**src/rtl/mem_access_stage_if.sv**
```systemverilog
// Request/acknowledge bus between the MEM stage (master) and a variable-latency data memory (slave).
// Request fields are held stable by the master from request until ack or abort.
interface mem_access_stage_if #(
    parameter int unsigned DATA_W = 32
) ();
    logic              memReq;
    logic              memWe;
    logic [DATA_W-1:0] memAddr;
    logic [DATA_W-1:0] memWData;
    logic              memAck;
    logic [DATA_W-1:0] memRData;

    modport master (
        output memReq,
        output memWe,
        output memAddr,
        output memWData,
        input  memAck,
        input  memRData
    );

    modport slave (
        input  memReq,
        input  memWe,
        input  memAddr,
        input  memWData,
        output memAck,
        output memRData
    );
endinterface

```
**src/rtl/mem_access_stage.sv**
```systemverilog
// MEM stage plus MEM/WB register: issues loads/stores over a req/ack bus and stalls upstream meanwhile.
// Optional MEM_MISALIGN_TRAP_EN: misaligned memory ops are retired without a request and flagged.
module mem_access_stage #(
    parameter int unsigned DATA_W     = 32,
    parameter int unsigned REG_ADDR_W = 5,
    parameter int unsigned MAX_WAIT   = 255
) (
    input  logic                  clk,
    input  logic                  rst_n,
    input  logic                  inValid_i,
    input  logic                  MemRead_i,
    input  logic                  MemWrite_i,
    input  logic                  MemToRegIn_i,
    input  logic                  RegWriteIn_i,
    input  logic [REG_ADDR_W-1:0] writeRegIn_i,
    input  logic [DATA_W-1:0]     ALUResultIn_i,
    input  logic [DATA_W-1:0]     storeData_i,
    output logic                  stall_o,
    mem_access_stage_if.master    mem_io,
    output logic                  memErr_o,
    output logic                  outValid_o,
    output logic                  MemToReg_o,
    output logic                  RegWrite_o,
    output logic [REG_ADDR_W-1:0] writeReg_o,
    output logic [DATA_W-1:0]     readData_o,
    output logic [DATA_W-1:0]     ALUResult_o
`ifdef MEM_MISALIGN_TRAP_EN
    ,
    output logic                  misalign_o
`endif
);

    localparam int unsigned CntW = $clog2(MAX_WAIT + 1);
    localparam logic [CntW-1:0] MaxCnt = CntW'(MAX_WAIT);

    typedef enum logic [0:0] {StIdle, StWait} state_e;

    state_e state_q, state_d;

    logic                  req_q, req_d;
    logic                  we_q, we_d;
    logic [DATA_W-1:0]     addr_q, addr_d;
    logic [DATA_W-1:0]     wdata_q, wdata_d;
    logic [CntW-1:0]       cnt_q, cnt_d;
    logic                  err_q, err_d;

    // Control of the instruction parked in WAIT; its ALU result is addr_q.
    logic                  lat_m2r_q, lat_m2r_d;
    logic                  lat_rw_q, lat_rw_d;
    logic [REG_ADDR_W-1:0] lat_wreg_q, lat_wreg_d;

    logic                  valid_q, valid_d;
    logic                  m2r_q, m2r_d;
    logic                  rw_q, rw_d;
    logic [REG_ADDR_W-1:0] wreg_q, wreg_d;
    logic [DATA_W-1:0]     rdata_q, rdata_d;
    logic [DATA_W-1:0]     alu_q, alu_d;
    logic                  misal_q, misal_d;

    logic mem_op;
    logic misaligned;
    logic issue;
    logic acked;
    logic timeout;

    assign mem_op = inValid_i & (MemRead_i | MemWrite_i);
`ifdef MEM_MISALIGN_TRAP_EN
    assign misaligned = mem_op & (ALUResultIn_i[1:0] != 2'b00);
`else
    assign misaligned = 1'b0;
`endif
    assign issue   = mem_op & ~misaligned;
    assign acked   = (state_q == StWait) & mem_io.memAck;
    assign timeout = (state_q == StWait) & ~mem_io.memAck & (cnt_q == MaxCnt);

    always_ff @(posedge clk or negedge rst_n) begin
        if (!rst_n) begin
            state_q <= StIdle;
        end else begin
            state_q <= state_d;
        end
    end

    always_comb begin
        state_d = state_q;
        unique case (state_q)
            StIdle: if (issue) state_d = StWait;
            StWait: if (acked || timeout) state_d = StIdle;
            default: state_d = StIdle;
        endcase
    end

    // A timed-out op retires on the next edge like an acked one, so upstream may advance.
    always_comb begin
        stall_o = 1'b0;
        unique case (state_q)
            StIdle: stall_o = issue;
            StWait: stall_o = ~mem_io.memAck & ~timeout;
            default: stall_o = 1'b0;
        endcase
        stall_o = stall_o & rst_n;
    end

    always_comb begin
        req_d      = req_q;
        we_d       = we_q;
        addr_d     = addr_q;
        wdata_d    = wdata_q;
        cnt_d      = cnt_q;
        err_d      = 1'b0;
        lat_m2r_d  = lat_m2r_q;
        lat_rw_d   = lat_rw_q;
        lat_wreg_d = lat_wreg_q;
        // MEM/WB defaults to a bubble.
        valid_d    = 1'b0;
        rw_d       = 1'b0;
        rdata_d    = '0;
        m2r_d      = m2r_q;
        wreg_d     = wreg_q;
        alu_d      = alu_q;
        misal_d    = 1'b0;

        unique case (state_q)
            StIdle: begin
                if (issue) begin
                    req_d      = 1'b1;
                    we_d       = MemWrite_i;
                    addr_d     = ALUResultIn_i;
                    wdata_d    = storeData_i;
                    cnt_d      = '0;
                    lat_m2r_d  = MemToRegIn_i;
                    lat_rw_d   = RegWriteIn_i;
                    lat_wreg_d = writeRegIn_i;
                end else begin
                    valid_d = inValid_i;
                    rw_d    = inValid_i & RegWriteIn_i & ~misaligned;
                    m2r_d   = MemToRegIn_i;
                    wreg_d  = writeRegIn_i;
                    alu_d   = ALUResultIn_i;
                    misal_d = misaligned;
                end
            end
            StWait: begin
                if (acked || timeout) begin
                    req_d   = 1'b0;
                    cnt_d   = '0;
                    valid_d = 1'b1;
                    m2r_d   = lat_m2r_q;
                    wreg_d  = lat_wreg_q;
                    alu_d   = addr_q;
                    if (acked) begin
                        rw_d    = lat_rw_q;
                        rdata_d = we_q ? '0 : mem_io.memRData;
                    end else begin
                        err_d = 1'b1;
                    end
                end else begin
                    cnt_d = cnt_q + CntW'(1);
                end
            end
            default: ;
        endcase
    end

    always_ff @(posedge clk or negedge rst_n) begin
        if (!rst_n) begin
            req_q      <= 1'b0;
            we_q       <= 1'b0;
            addr_q     <= '0;
            wdata_q    <= '0;
            cnt_q      <= '0;
            err_q      <= 1'b0;
            lat_m2r_q  <= 1'b0;
            lat_rw_q   <= 1'b0;
            lat_wreg_q <= '0;
            valid_q    <= 1'b0;
            m2r_q      <= 1'b0;
            rw_q       <= 1'b0;
            wreg_q     <= '0;
            rdata_q    <= '0;
            alu_q      <= '0;
            misal_q    <= 1'b0;
        end else begin
            req_q      <= req_d;
            we_q       <= we_d;
            addr_q     <= addr_d;
            wdata_q    <= wdata_d;
            cnt_q      <= cnt_d;
            err_q      <= err_d;
            lat_m2r_q  <= lat_m2r_d;
            lat_rw_q   <= lat_rw_d;
            lat_wreg_q <= lat_wreg_d;
            valid_q    <= valid_d;
            m2r_q      <= m2r_d;
            rw_q       <= rw_d;
            wreg_q     <= wreg_d;
            rdata_q    <= rdata_d;
            alu_q      <= alu_d;
            misal_q    <= misal_d;
        end
    end

    assign mem_io.memReq   = req_q;
    assign mem_io.memWe    = we_q;
    assign mem_io.memAddr  = addr_q;
    assign mem_io.memWData = wdata_q;

    assign memErr_o    = err_q;
    assign outValid_o  = valid_q;
    assign MemToReg_o  = m2r_q;
    assign RegWrite_o  = rw_q & valid_q;
    assign writeReg_o  = wreg_q;
    assign readData_o  = rdata_q;
    assign ALUResult_o = alu_q;

`ifdef MEM_MISALIGN_TRAP_EN
    assign misalign_o = misal_q;
`else
    logic unused_misal;
    assign unused_misal = misal_q;
`endif

endmodule

```
**src/flat_wrapper.sv**
```systemverilog
// flat-port wrapper written by rule: the top's interface ports become plain ports
module mem_access_stage_flat 
#(
    parameter int unsigned DATA_W     = 32,
    parameter int unsigned REG_ADDR_W = 5,
    parameter int unsigned MAX_WAIT   = 255
)
  (clk, rst_n, inValid_i, MemRead_i, MemWrite_i, MemToRegIn_i, RegWriteIn_i, writeRegIn_i, ALUResultIn_i, storeData_i, stall_o, memErr_o, outValid_o, MemToReg_o, RegWrite_o, writeReg_o, readData_o, ALUResult_o, mem_io_memReq, mem_io_memWe, mem_io_memAddr, mem_io_memWData, mem_io_memAck, mem_io_memRData);
  mem_access_stage_if #(.DATA_W(DATA_W)) mem_io_i ();
  input  logic clk;
  input  logic rst_n;
  input  logic inValid_i;
  input  logic MemRead_i;
  input  logic MemWrite_i;
  input  logic MemToRegIn_i;
  input  logic RegWriteIn_i;
  input  logic [REG_ADDR_W-1:0] writeRegIn_i;
  input  logic [DATA_W-1:0] ALUResultIn_i;
  input  logic [DATA_W-1:0] storeData_i;
  output logic stall_o;
  output logic memErr_o;
  output logic outValid_o;
  output logic MemToReg_o;
  output logic RegWrite_o;
  output logic [REG_ADDR_W-1:0] writeReg_o;
  output logic [DATA_W-1:0] readData_o;
  output logic [DATA_W-1:0] ALUResult_o;
  output wire logic [$bits(mem_io_i.memReq)-1:0] mem_io_memReq;
  output wire logic [$bits(mem_io_i.memWe)-1:0] mem_io_memWe;
  output wire logic [$bits(mem_io_i.memAddr)-1:0] mem_io_memAddr;
  output wire logic [$bits(mem_io_i.memWData)-1:0] mem_io_memWData;
  input wire logic [$bits(mem_io_i.memAck)-1:0] mem_io_memAck;
  input wire logic [$bits(mem_io_i.memRData)-1:0] mem_io_memRData;
  assign mem_io_memReq = mem_io_i.memReq;
  assign mem_io_memWe = mem_io_i.memWe;
  assign mem_io_memAddr = mem_io_i.memAddr;
  assign mem_io_memWData = mem_io_i.memWData;
  assign mem_io_i.memAck = mem_io_memAck;
  assign mem_io_i.memRData = mem_io_memRData;
  mem_access_stage #(.DATA_W(DATA_W), .REG_ADDR_W(REG_ADDR_W), .MAX_WAIT(MAX_WAIT)) u_core (.clk(clk), .rst_n(rst_n), .inValid_i(inValid_i), .MemRead_i(MemRead_i), .MemWrite_i(MemWrite_i), .MemToRegIn_i(MemToRegIn_i), .RegWriteIn_i(RegWriteIn_i), .writeRegIn_i(writeRegIn_i), .ALUResultIn_i(ALUResultIn_i), .storeData_i(storeData_i), .stall_o(stall_o), .mem_io(mem_io_i), .memErr_o(memErr_o), .outValid_o(outValid_o), .MemToReg_o(MemToReg_o), .RegWrite_o(RegWrite_o), .writeReg_o(writeReg_o), .readData_o(readData_o), .ALUResult_o(ALUResult_o));
endmodule
```
**config.mk**
```make
export PLATFORM = sky130hd
export DESIGN_NAME = mem_access_stage_flat
export DESIGN_NICKNAME = d
export VERILOG_FILES = /design/src/rtl/mem_access_stage_if.sv /design/src/rtl/mem_access_stage.sv /design/src/flat_wrapper.sv
export SDC_FILE = /design/constraint.sdc
export NUM_CORES = 1
export LEC_CHECK = 0
export ABC_AREA = 1
export CAP_MARGIN = 20
export CORE_MARGIN = 2
export CORE_UTILIZATION = 31
export CTS_CLUSTER_DIAMETER = 120
export CTS_CLUSTER_SIZE = 24
export DETAILED_ROUTE_END_ITERATION = 6
export PLACE_DENSITY = 0.62
export SYNTH_ARGS = -nofsm -noshare
export SYNTH_HDL_FRONTEND = slang
export SYNTH_SLANG_ARGS = --single-unit
```
**constraint.sdc**
```tcl
create_clock -name clk -period 2.32 [get_ports clk]
set_input_delay 0.58 -clock clk [delete_from_list [all_inputs] [get_ports clk]]
set_output_delay 0.58 -clock clk [all_outputs]
set_load 0.02 [all_outputs]
```
==> results.cfg <==
[sta]
finalWorstSetupSlack_ps = 165
worst_slew_pin_slew_ps = 830
final_min_period_over_clock_period_pct = 92.9
grt_setup_unrepaired = false
setup-tns-final_ps = 0
setup_violations = 0
clock-skew-final_ps = 12.2
hold_viol = 0
final.min_clock_period_ps = 2160
timing.final.max_slew_violations = 0
max_slew_margin_pct = 44.7
achievable-frequency_ghz = 0.464

[setup_path]
crit_path_top_delay_cell = sky130_fd_sc_hd__dfrtp_1
critPathLaunchType = flip-flop
crit_fanout = 2
required_ps = 1740
worstSetupPathType = reg -> out
timing.critical_path.to_type = output port
cp_data_arrival_time_ps = 1580
slowest_stage_delay_cp_ps = 390
path_cells = ha_1 > nand2_1 > nor2_2 > nand2_2 > nand2_4 > a21boi_2 > buf_6

[power]
power_switching_share_pct = 31.7
clkPwrFrac_pct = 31.3
leakage_nw = 4.54
switchingPower_w = 0.00286
power.sequential.fraction_pct = 38.9
power_density_nw_per_um2 = 930
power.combinational.fraction_pct = 29.8
cell_int_power_w = 0.00617
max-vdd-ir-drop_mv = 0.447

[drt]
postRouteAntennaNets = 0
post_drt_via_cell_ratio = 4.29
num_vias = 5335
drt_iter0_markers = 231
route.detailed.wl_per_inst_um = 13.5
drt_wl_total_mm = 16.8
remaining_drc_errors = 0
detail_route.first_pass.iterations = 4

[grt]
gr-usage-met1_pct = 21.2
grt_use_met2_pct = 24.6
gr-usage-met3_pct = 6.72
global_route.overflow_total = 0
overall_track_demand_over_capacity_in_global_routing_pct = 16.1
grt_first_pass_wirelength_mm = 27.4
grt_max_degree = 156
gr-max-usage-layer = met2
number_of_antenna_violations_at_the_first_check_in_global_routing = 1
via_count_of_the_first_global_routing_pass = 5215

[placement]
placedInstanceArea_um2 = 9090
place.port_buffers = 248
detailed_place_hpwl_mm = 11.4
gp_congestion = 0.770
dp_worst_setup_slack_ps = -450

[die]
placement_rows = 52
die_h_um = 146
chipWidth_um = 146
io_pins = 249
floorplan.initialDensity_pct = 31.3
fp.coreArea_um2 = 20000
die-area_um2 = 21400

[clock_network]
root_buffer = sky130_fd_sc_hd__clkbuf_16
cts_max_path_buffers = 2
clock-sinks = 155
h-tree-depth = 4
cts_tree = built
cts.clk_slew.worst_paths_ps = 60
numCtsBuffers = 17
holdBufCountCts = 0
worstSkewPairLatency_ps = 420

[cells_and_area]
fin_area_um2 = 9710
design.final.nets = 1070
n_fill_cell = 1914
syn_to_final_growth_pct = 54.7
multi_input_gate_area_um2 = 2010
layout.area.seq_um2 = 3880
layout-drive-gt1-share_pct = 7.40

[logic_synthesis]
nets_in_the_synthesized_netlist = 822
synth_top_area_share_pct = 61.8
ys.warnings.count = 0
synth.largest_area_cell = sky130_fd_sc_hd__dfrtp_1
yosysUniqueCellTypes = 24
postSynthRegisterBits = 155
mappedNetlistArea_um2 = 6280
post_synth_main_area_contributors = sky130_fd_sc_hd__dfrtp_1 (62%), sky130_fd_sc_hd__nand2_1 (14%), sky130_fd_sc_hd__nor2_1 (4.7%)
yosysSeqAreaShare_pct = 61.8
synthesis.instances = 712
syn-mean-instance-area_um2 = 8.82

[outcome]
run_status = finished clean

[job]
timing.max_cap.violations = 0

[min_path]
holdCritPathClass = in -> async
## critical path: cells and delay by family (launching register included)
kind | cells | cell delay [ps]
AO/OA/AOI/OAI | 1 | 140
buffers and inverters | 1 | 130
adder cells (fa/ha/maj) | 1 | 220
AND/OR/NAND/NOR | 4 | 280
flip-flops | 1 | 390
## per-layer routing
layer  share of wire (%)  vias to the layer above
met5                   0                        -
met4                 1.0                        0
met3                 8.8                       12
met2                  44                      175
met1                  46                     2433
li1                    -                     2715
## registers in the layout, summed over array words and instances, names as in the netlist, 5 cells and up
register,cells
u_core.ALUResult_o,32
u_core.cnt_q,8
u_core.lat_wreg_q,5
u_core.mem_io.memAddr,32
u_core.mem_io.memWData,32
u_core.readData_o,32
u_core.writeReg_o,5
## placed cells by master (no fill, tap or decap), drive strengths merged
| cell type | Yosys | final |
|---|---|---|
| dlymetal6s2s | 0 | 3 |
| clkbuf | 16 | 21 |
| nor3 | 1 | 1 |
| diode | 0 | 1 |
| bufinv | 0 | 3 |
| nand4 | 2 | 2 |
| inv | 53 | 52 |
| clkinv | 0 | 6 |
| nor2 | 82 | 82 |
| dfrtp | 155 | 155 |
| nand2 | 245 | 245 |
| clkinvlp | 0 | 3 |
| buf | 23 | 22 |
| a21oi | 41 | 41 |
| o21ai | 82 | 82 |
| ha | 1 | 1 |
| nand3 | 7 | 7 |
| clkdlybuf4s50 | 0 | 243 |
| nand3b | 2 | 2 |
| o21bai | 1 | 1 |
| a21boi | 1 | 1 |
## cell type report
cell class	instances	area share, %
sequential	155	39.9
timing repair buffer	268	27.6
multi-input combinational	465	20.7
clock buffer	21	4.64
tap	270	3.48
inverter	53	2.06
clock inverter	11	1.49
antenna	1	0.0258
## worst paths after layout
kind	from	endpoint	slack, ps	depth (start not counted)
worst max-delay path	u_core.cnt_q[0]	stall_o	160	7
worst min-delay path	rst_n	u_core.ALUResult_o[2]	350	2
worst max register to register	u_core.state_q	u_core.ALUResult_o[21]	530	7
worst min register to register	u_core.mem_io.memWData[20]	u_core.mem_io.memWData[20]	470	2
max in group asynchronous	rst_n	u_core.ALUResult_o[30]	1380	2
min in group clk	u_core.mem_io.memWData[20]	u_core.mem_io.memWData[20]	470	2
## power groups by stage
stage	registers (W)	logic [W]	clock network, W
after CTS	0.00352	0.00273	0.00290
after floorplan	0.00409	0.000740	0
after global placement	0.00355	0.00270	0
after detailed placement	0.00356	0.00272	0
final	0.00351	0.00269	0.00283
after global routing	0.00358	0.00294	0.00302
## synth_stat cells, drive strengths merged
library cell	count
o21bai	1
clkbuf	16
nand4	2
nor2	82
o21ai	82
dfrtp	155
nand2	245
nand3	7
nand3b	2
a21boi	1
a21oi	41
buf	23
ha	1
inv	53
nor3	1
## repair_timing
item | in CTS | in global routing
pin swaps | 0 | 2
setup endpoints to repair | 1 | 36
gates resized for setup | 6 | 8
setup buffers | 0 | 1
## metrics by stage
stage	hold WS [ps]	std cells	total power, W	util, %
2_1_floorplan	284	712	0.00483	-
3_3_place_gp	452	1210	0.00625	45.4
3_5_place_dp	457	1210	0.00628	45.4
4_1_cts	393	1242	0.00915	48.3
5_1_grt	409	1243	0.00955	48.5
6_report	347	1244	0.00903	48.5
## cells by family after synthesis
logic type,Yosys count,synth area share (%)
flops,155,61.8
simple gates,339,21.2
buf+inv,92,6.28
compound gates,125,10.6
fa+ha+maj,1,0.199
Power figures use the tool's default switching activity.
